===== src/rtl/multicycle_control_unit.sv =====
// Multicycle MIPS control FSM: fetch/decode/execute/memory/writeback sequencing
// with parametrised memory wait states, addi, jr, halt/resume.
// Optional macro ILLEGAL_TRAP_EN: undefined instructions trap into ILLEGAL
// (sticky illegal_op) instead of behaving as nop.
//
// state    | meaning
// ---------+------------------------------------------------------
// FETCH    | read instruction, PC+4 in ALU, lasts MEM_WAIT+1 cycles
// DECODE   | PC <= PC+4, latch A/B, dispatch on opcode/funct
// EXEC_R   | R-type ALU operation
// WB_R     | write R-type result to rd
// JR       | PC <= A
// MEM_ADDR | effective address for lw/sw
// MEM_RD   | data read, lasts MEM_WAIT+1 cycles
// MEM_WB   | write loaded data to rt
// MEM_WR   | data write, lasts MEM_WAIT+1 cycles
// EXEC_I   | addi ALU operation
// WB_I     | write addi result to rt
// LUI      | write imm<<16 to rt
// JUMP     | PC <= jump target
// BR_ADDR  | branch target into AluOut
// BR_CMP   | compare A-B, conditionally take branch
// HALT     | idle until resume
// ILLEGAL  | trapped on undefined instruction, left only by reset
module multicycle_control_unit #(
    parameter int MEM_WAIT = 2,
    parameter int CNT_W    = 4
) (
    input  logic             clock,
    input  logic             reset,
    input  logic [5:0]       opcode,
    input  logic [5:0]       funct,
    input  logic             Zero_flag,
    input  logic             resume,
    output logic             PCWrite,
    output logic             IorD,
    output logic             MemReadWrite,
    output logic             IRWrite,
    output logic             AluSrcA,
    output logic             RegWrite,
    output logic             RegDst,
    output logic             AWrite,
    output logic             BWrite,
    output logic             AluOutWrite,
    output logic             MDRWrite,
    output logic [1:0]       PCSource,
    output logic [1:0]       AluSrcB,
    output logic [1:0]       MemtoReg,
    output logic [2:0]       ALUOp,
    output logic [4:0]       State_out,
    output logic [CNT_W-1:0] wait_count,
    output logic             halted,
    output logic             illegal_op
);

    typedef enum logic [4:0] {
        S_FETCH    = 5'd0,
        S_DECODE   = 5'd1,
        S_EXEC_R   = 5'd2,
        S_WB_R     = 5'd3,
        S_JR       = 5'd4,
        S_MEM_ADDR = 5'd5,
        S_MEM_RD   = 5'd6,
        S_MEM_WB   = 5'd7,
        S_MEM_WR   = 5'd8,
        S_EXEC_I   = 5'd9,
        S_WB_I     = 5'd10,
        S_LUI      = 5'd11,
        S_JUMP     = 5'd12,
        S_BR_ADDR  = 5'd13,
        S_BR_CMP   = 5'd14,
        S_HALT     = 5'd15,
        S_ILLEGAL  = 5'd16
    } state_t;

    localparam logic [2:0] ALU_LOAD = 3'd0;
    localparam logic [2:0] ALU_ADD  = 3'd1;
    localparam logic [2:0] ALU_SUB  = 3'd2;
    localparam logic [2:0] ALU_AND  = 3'd3;
    localparam logic [2:0] ALU_XOR  = 3'd6;

    localparam logic [CNT_W-1:0] WAIT_TC = CNT_W'(MEM_WAIT);

`ifdef ILLEGAL_TRAP_EN
    localparam state_t UNDEF_TARGET = S_ILLEGAL;
`else
    localparam state_t UNDEF_TARGET = S_FETCH;
`endif

    state_t           state, state_nxt, dec_nxt;
    logic [CNT_W-1:0] count, count_nxt;
    logic             wait_done;
    logic             counted;

    assign wait_done  = (count == WAIT_TC);
    assign counted    = (state == S_FETCH) || (state == S_MEM_RD) || (state == S_MEM_WR);
    assign State_out  = state;
    assign wait_count = count;

    // State register and wait counter; reset abandons any access in flight.
    always_ff @(posedge clock) begin
        if (reset) begin
            state <= S_FETCH;
            count <= '0;
        end else begin
            state <= state_nxt;
            count <= count_nxt;
        end
    end

`ifdef ILLEGAL_TRAP_EN
    logic illegal_q;

    // Sticky trap flag, set on the edge that enters ILLEGAL.
    always_ff @(posedge clock) begin
        if (reset) begin
            illegal_q <= 1'b0;
        end else if (state_nxt == S_ILLEGAL) begin
            illegal_q <= 1'b1;
        end
    end

    assign illegal_op = illegal_q;
`else
    assign illegal_op = 1'b0;
`endif

    // Instruction dispatch target out of DECODE.
    always_comb begin
        dec_nxt = UNDEF_TARGET;
        case (opcode)
            6'h00: begin
                case (funct)
                    6'h20, 6'h22, 6'h24, 6'h26: dec_nxt = S_EXEC_R;
                    6'h08:                      dec_nxt = S_JR;
                    6'h00:                      dec_nxt = S_FETCH;
                    6'h0D:                      dec_nxt = S_HALT;
                    default:                    dec_nxt = UNDEF_TARGET;
                endcase
            end
            6'h02:        dec_nxt = S_JUMP;
            6'h04, 6'h05: dec_nxt = S_BR_ADDR;
            6'h08:        dec_nxt = S_EXEC_I;
            6'h0F:        dec_nxt = S_LUI;
            6'h23, 6'h2B: dec_nxt = S_MEM_ADDR;
            default:      dec_nxt = UNDEF_TARGET;
        endcase
    end

    // Next state, wait counter and datapath controls decoded from current state.
    always_comb begin
        state_nxt    = state;
        count_nxt    = (counted && !wait_done) ? count + CNT_W'(1) : '0;
        PCWrite      = 1'b0;
        IorD         = 1'b0;
        MemReadWrite = 1'b0;
        IRWrite      = 1'b0;
        AluSrcA      = 1'b0;
        RegWrite     = 1'b0;
        RegDst       = 1'b0;
        AWrite       = 1'b0;
        BWrite       = 1'b0;
        AluOutWrite  = 1'b0;
        MDRWrite     = 1'b0;
        PCSource     = 2'd0;
        AluSrcB      = 2'd0;
        MemtoReg     = 2'd0;
        ALUOp        = ALU_LOAD;
        halted       = 1'b0;
        case (state)
            S_FETCH: begin
                AluSrcB  = 2'd1;
                ALUOp    = ALU_ADD;
                MDRWrite = 1'b1;
                IRWrite  = wait_done;
                if (wait_done) state_nxt = S_DECODE;
            end
            S_DECODE: begin
                PCWrite   = 1'b1;
                AWrite    = 1'b1;
                BWrite    = 1'b1;
                state_nxt = dec_nxt;
            end
            S_EXEC_R: begin
                AluSrcA     = 1'b1;
                AluOutWrite = 1'b1;
                case (funct)
                    6'h22:   ALUOp = ALU_SUB;
                    6'h24:   ALUOp = ALU_AND;
                    6'h26:   ALUOp = ALU_XOR;
                    default: ALUOp = ALU_ADD;
                endcase
                state_nxt = S_WB_R;
            end
            S_WB_R: begin
                RegWrite  = 1'b1;
                RegDst    = 1'b1;
                state_nxt = S_FETCH;
            end
            S_JR: begin
                PCWrite   = 1'b1;
                PCSource  = 2'd3;
                state_nxt = S_FETCH;
            end
            S_MEM_ADDR, S_EXEC_I: begin
                AluSrcA     = 1'b1;
                AluSrcB     = 2'd2;
                ALUOp       = ALU_ADD;
                AluOutWrite = 1'b1;
                if (state == S_EXEC_I)    state_nxt = S_WB_I;
                else if (opcode == 6'h23) state_nxt = S_MEM_RD;
                else                      state_nxt = S_MEM_WR;
            end
            S_MEM_RD: begin
                IorD     = 1'b1;
                MDRWrite = wait_done;
                if (wait_done) state_nxt = S_MEM_WB;
            end
            S_MEM_WB: begin
                RegWrite  = 1'b1;
                MemtoReg  = 2'd1;
                state_nxt = S_FETCH;
            end
            S_MEM_WR: begin
                IorD         = 1'b1;
                MemReadWrite = 1'b1;
                if (wait_done) state_nxt = S_FETCH;
            end
            S_WB_I: begin
                RegWrite  = 1'b1;
                state_nxt = S_FETCH;
            end
            S_LUI: begin
                RegWrite  = 1'b1;
                MemtoReg  = 2'd2;
                state_nxt = S_FETCH;
            end
            S_JUMP: begin
                PCWrite   = 1'b1;
                PCSource  = 2'd2;
                state_nxt = S_FETCH;
            end
            S_BR_ADDR: begin
                AluSrcB     = 2'd3;
                ALUOp       = ALU_ADD;
                AluOutWrite = 1'b1;
                state_nxt   = S_BR_CMP;
            end
            S_BR_CMP: begin
                AluSrcA   = 1'b1;
                ALUOp     = ALU_SUB;
                PCSource  = 2'd1;
                PCWrite   = (opcode == 6'h04) ? Zero_flag : !Zero_flag;
                state_nxt = S_FETCH;
            end
            S_HALT: begin
                halted = 1'b1;
                if (resume) state_nxt = S_FETCH;
            end
            S_ILLEGAL: begin
                state_nxt = S_ILLEGAL;
            end
            default: begin
                state_nxt = S_FETCH;
            end
        endcase
    end

endmodule


===== config.mk =====
export PLATFORM = sky130hd
export DESIGN_NAME = multicycle_control_unit
export DESIGN_NICKNAME = d
export VERILOG_FILES = /design/src/rtl/multicycle_control_unit.sv
export SDC_FILE = /design/constraint.sdc
export NUM_CORES = 1
export LEC_CHECK = 0
export CAP_MARGIN = 20
export CORE_UTILIZATION = 39
export DETAILED_ROUTE_END_ITERATION = 8
export PLACE_DENSITY_LB_ADDON = 0.1
export SLEW_MARGIN = 20
export SYNTH_ARGS = -nofsm -noshare
export SYNTH_HDL_FRONTEND = slang
export SYNTH_SLANG_ARGS = --single-unit

===== constraint.sdc =====
create_clock -name clock -period 1.5 [get_ports clock]
set_input_delay 0.225 -clock clock [delete_from_list [all_inputs] [get_ports clock]]
set_output_delay 0.225 -clock clock [all_outputs]
set_load 0.02 [all_outputs]

After elaboration in Yosys (flattened, before gate mapping):

Index checks and enable logic that the tools add are counted.

* logic and storage cells: 83
* output and inout port bits: 31
* flip-flop bits (word level): 9
* input port bits: 16

* add/subtract/negate cells: 1
* eq/ne operators: 34
* bitwise gates (word level): 1
* mux-type cells: 26
* reductions and logical operators: 19

Operator list (number)
* $pmux W5 S9: 1
* $eq A5 B4 Y1 const B: 8
* $eq A6 B6 Y1 const B: 6
* $pmux W5 S6: 1
* $eq A6 B4 Y1 const B: 4
* $eq A5 B3 Y1 const B: 4
* $mux W5: 4
* $reduce_or A4 Y1: 5
* $pmux W3 S3: 2
* $eq A6 B3 Y1 const B: 2
* $pmux W2 S3: 2
* $pmux W4 S3: 1
* $eq A5 B2 Y1 const B: 2
* $mux W1: 10
* $reduce_or A2 Y1: 5
* $mux W4: 2
* $ne A2 B2 Y1 const B: 4
* $eq A6 B2 Y1 const B: 1
* $logic_not A6 Y1: 1
* $eq A5 B1 Y1 const B: 1
* $eq A5 B5 Y1 const B: 1
* $logic_not A5 Y1: 1
* $add A4 B1 Y4 const B: 1
* $eq A4 B2 Y1 const B: 1
* 8 further kinds: 11

Depth between registers and ports, before layout:

* depth after elaboration: 6
* depth in mapped cells: 6
* depth with buffers taken out: 6

Worst setup path before layout:

Ideal clock, no wire load.

* kind: register to output
* start point: reg state[1], in the netlist State_out[1]
* end point: out RegDst
* slack: -656 ps
* buffers on the path: 3
* stages on the path, launching flop included: 6
* arrival: 1931 ps
* required time: 1275 ps
* cell sequence: dfxtp_1 -> clkbuf_1 -> clkbuf_1 -> buf_1 -> nand3b_1 -> nor3_1

* longest elaborated chain between the ends: 2

Ends and longest elaborated chain
* start, declared: line 90 `state_t state, state_nxt, dec_nxt;`
* start signal, assigned: line 106 `state <= state_nxt;`
* $eq A5 B2 Y1: line 170 `case (state)`
* $mux W1: line 170
* end, declared: line 41 `output logic RegDst,`

Every way passes these cells.

Final worst setup path:

* start point: reg state[1], in the netlist State_out[1]
* end point: out PCWrite

* longest elaborated chain between the ends: 3
* elaborated cells on any way between the ends: 6
* classes of those cells: eq/ne: 4; mux: 1; reduce/logical: 1

Ends and longest elaborated chain
* $eq A5 B1 Y1 (tied with other cells): line 170
* $reduce_or A3 Y1 (no source line)
* $pmux W1 S2 (*): line 170
* end, declared: line 35 `output logic PCWrite,`

Every way passes the cells marked *; elsewhere a longest branch is shown, timed or not.

==> metrics.md <==
| Metric | Value |
|---|---|
| Post-placement cell count | 272 |
| CP arrival | 1.58 ns |
| Max IR drop VDD | 0.9016 mV |
| Synth-to-Final Area Change | 110.3% |
| Logic pwr share | 0.733 |
| Post-synth top area cell | dfxtp_1 |
| Final core utilization | 0.8704 |
| Htree depth | 1 |
| Total wire length | 4890 µm |
| Req. time, crit path | 1.27 ns |
| Hold Path Class | reg -> reg |
| WL/cell | 17.16 µm |
| CP peak stage delay | 0.56 ns |
| Most frequent cells after synthesis | nor2_1 (20), a21oi_1 (12), nand2_1 (10), nor3_1 (10) |
| Min Clock Period, post-route | 1.809 ns |
| Ys async rst share | 0 |
| Layout cells sized above 1 | 0.6063 |
| Worst Clk Skew | 0.01239 ns |
| Crit. End Element | primary output |
| Crit-path cells | or4b_4, nor2_8, a21oi_4, o31ai_4, buf_6 |
| Most Crowded Layer GR | met2 |
| Vias post-DR | 1,685 |
| Number of buffers created by CTS | 3 |
| Syn Inst Count | 163 |
| Post-Place Setup Slack | -0.8871 ns |
| CP Max Fanout | 2 |
| Die area | 3173 µm² |
| Max-Cap Viols | 0 |
| # IOs | 47 |
| Fin. Hold Viols | 0 |
| Sink Count | 9 |
| Initial DRC Count | 65 |
| # fillers | 155 |
| Diode count | 0 |
| Number of flops mapped to enable cells by yosys | 0 |
| Vias in the first global route | 1,626 |
| Port Buffers | 45 |
| Clk pwr share | 0.106 |
| Finished layout cell area | 2421 µm² |
| Startpoint Class | register |
| Slew Limit Fails | 0 |
| Cell area power density | 854.8 nW/µm² |
| Synth area leaders | dfxtp_1 (16%), nor2_1 (6.5%), a21oi_1 (5.2%) |
| Die W | 56.33 µm |
| Part of the power in registers | 0.161 |
| Dpl cell area | 2072 µm² |
| DRC errors left | 0 |
| Rows | 19 |
| Gpl congestion | 0.8628 |
| Failing checks | setup timing |
| GR Util met2 | 0.4915 |
| Library cells used by synthesis | 57 |
| Worst path top cell family by delay | simple AND/OR/NAND/NOR gates |
| Met1 Use GR | 0.3499 |
| First-pass DRT Iterations | 4 |
| Vias per cell | 5.912 |
| Die Y | 56.33 µm |
| Unrepaired setup endpoints after global routing | yes |
| Lkg Pwr | 0.001017 µW |
| Synth Flop Type | dfxtp_1 |
| Setup TNS Final | -4.437 ns |
| Buf+Inv Stages, Crit Path | 1 |
| Status | complete, but fails checks |
| Post-route insts no fill | 285 |
| Net switching power | 907.8 µW |
| Setup WS post-layout | -0.3085 ns |
| Fmax | 0.5529 GHz |
| Avg Cell Area, Syn | 7.062 µm² |
| Pin count of the biggest net entering global routing | 30 |
| Final period utilization | 1.206 |
| Total track usage | 0.2887 |
| Initial antenna violation count | 0 |
| Root Buffer | clkbuf_4 |
| Fin nets | 273 |
| # setup viols final | 26 |
| Top-count cell post-synth | nor2_1 |
| Synthesized area | 1151 µm² |
| Sw frac | 0.4386 |
| Largest buffer count on any clock path | 2 |
| Synthesized flop and latch total | 9 |
| Total gr overflow | 0 |
| Syn Nets | 181 |
| Initial Util | 0.4139 |
| Detailed placement HPWL | 3108 µm |
| Pint | 1162 µW |
| Clock latency on the worst-skew pair | 0.30 ns |
| Post-synthesis sequential area ratio | 0.1565 |
| Clock-pin slew on the worst setup and hold paths | 0.07 ns |
| Yosys warning count | 0 |
| Global-route wire length before repair | 7258 µm |
| Core area | 2781 µm² |
| Critical path type | reg -> out |
| CP max stage cell | or4b_4 |
| Routed Antenna Nets | 0 |
| CTS tree | yes |
| Share of the synthesized area in the top cell type | 0.1565 |
| Routing usage on met3 | 0.02535 |
-- worst reg2reg max path, stage by stage, from the launching register on --
cell,delay (ns)
dfxtp_2,0.33
buf_6,0.17
buf_4,0.18
or3b_2,0.50
o22ai_2,0.20
a211oi_1,0.12
a21oi_1,0.16
-- power by group through the flow --
stage | logic (µW) | registers, µW | clock network (µW)
after floorplan | 609 | 390 | 0
after global placement | 1200 | 319 | 0
after detailed placement | 1220 | 321 | 0
after CTS | 1350 | 328 | 200
after global routing | 1590 | 339 | 235
final | 1520 | 332 | 220
-- layout by cell type, fill, tap and decap left out, drive strengths merged, types with 2 or more instances in the layout --
cell type / synthesis / layout
o211ai: 2 / 2
nor2: 21 / 21
a22oi: 2 / 2
nand3b: 3 / 3
or2: 3 / 3
a211oi: 2 / 2
inv: 3 / 3
and4: 2 / 2
clkdlybuf4s15: 0 / 6
buf: 7 / 74
nor3: 10 / 10
xnor2: 2 / 2
nand3: 3 / 3
nand2: 10 / 10
or4b: 3 / 3
nor2b: 6 / 6
o21bai: 2 / 2
nand2b: 5 / 5
nor4b: 4 / 4
dlygate4sd2: 0 / 19
clkdlybuf4s50: 0 / 4
ha: 2 / 2
a21oi: 12 / 12
dfxtp: 9 / 9
and3: 3 / 3
or4: 3 / 3
xor2: 3 / 3
a31oi: 2 / 2
clkbuf: 9 / 3
nor4: 6 / 6
nor3b: 3 / 3
o21ai: 5 / 5
-- state kept, by name, indices dropped and copies added, names as in the netlist --
| name | count |
|---|---|
| State_out | 5 |
| wait_count | 4 |
-- routing by layer --
metal	routed length (µm)	up-vias	part of all wire
li1	-	783	-
met1	1968	815	0.40
met2	2588	72	0.53
met5	0	-	0
met4	161	0	0.033
met3	171	15	0.035
-- path summary, 6_finish.rpt --
kind	start	slack [ns]	depth (start not counted)	to
worst max-delay path	State_out[1]	-0.31	5	PCWrite
worst min-delay path	wait_count[0]	0.52	2	wait_count[0]
worst max register to register	State_out[3]	-0.24	6	State_out[1]
worst min register to register	wait_count[0]	0.52	2	wait_count[0]
-- timing repair --
item	in CTS	in global routing
endpoints found under the setup margin	38	29
pin swaps	17	3
gates resized for setup	164	22
hold buffers	0	0
hold endpoints to repair	0	0
buffers inserted	5	4
-- cell type report --
| cell class | count | area, µm² | share of cell area |
|---|---|---|---|
| Clock inverter | 1 | 5.005 | 0.002067 |
| Timing Repair Buffer | 103 | 909.6 | 0.3757 |
| Sequential cell | 9 | 196.4 | 0.08114 |
| Clock buffer | 3 | 22.52 | 0.009302 |
| Inverter | 3 | 11.26 | 0.004651 |
| Tap cell | 31 | 38.79 | 0.01602 |
| Multi-Input combinational cell | 135 | 1237 | 0.5111 |
-- metrics by stage --
| stage | total power [µW] | hold WS (ns) |
|---|---|---|
| global route | 2163 | 0.5532 |
| CTS | 1882 | 0.5244 |
| floorplan | 998.7 | 0.2870 |
| detailed placement | 1546 | 0.5037 |
| global placement | 1523 | 0.4915 |
| finish | 2069 | 0.5219 |
-- cell families (layout without fill, tap and decap cells) --
family | count (synthesis) | in the layout | share of synthesized area
buffers and inverters | 19 | 110 | 0.07717
AOI/OAI and AO/OA | 34 | 34 | 0.1946
xor gates and xnor gates | 5 | 5 | 0.03805
DFF | 9 | 9 | 0.1565
muxes | 1 | 1 | 0.008696
other | 1 | 1 | 0.003258
and+or+nand+nor | 91 | 91 | 0.4913
adders and majority gates | 3 | 3 | 0.03043
(Power assumes the default switching activity.)
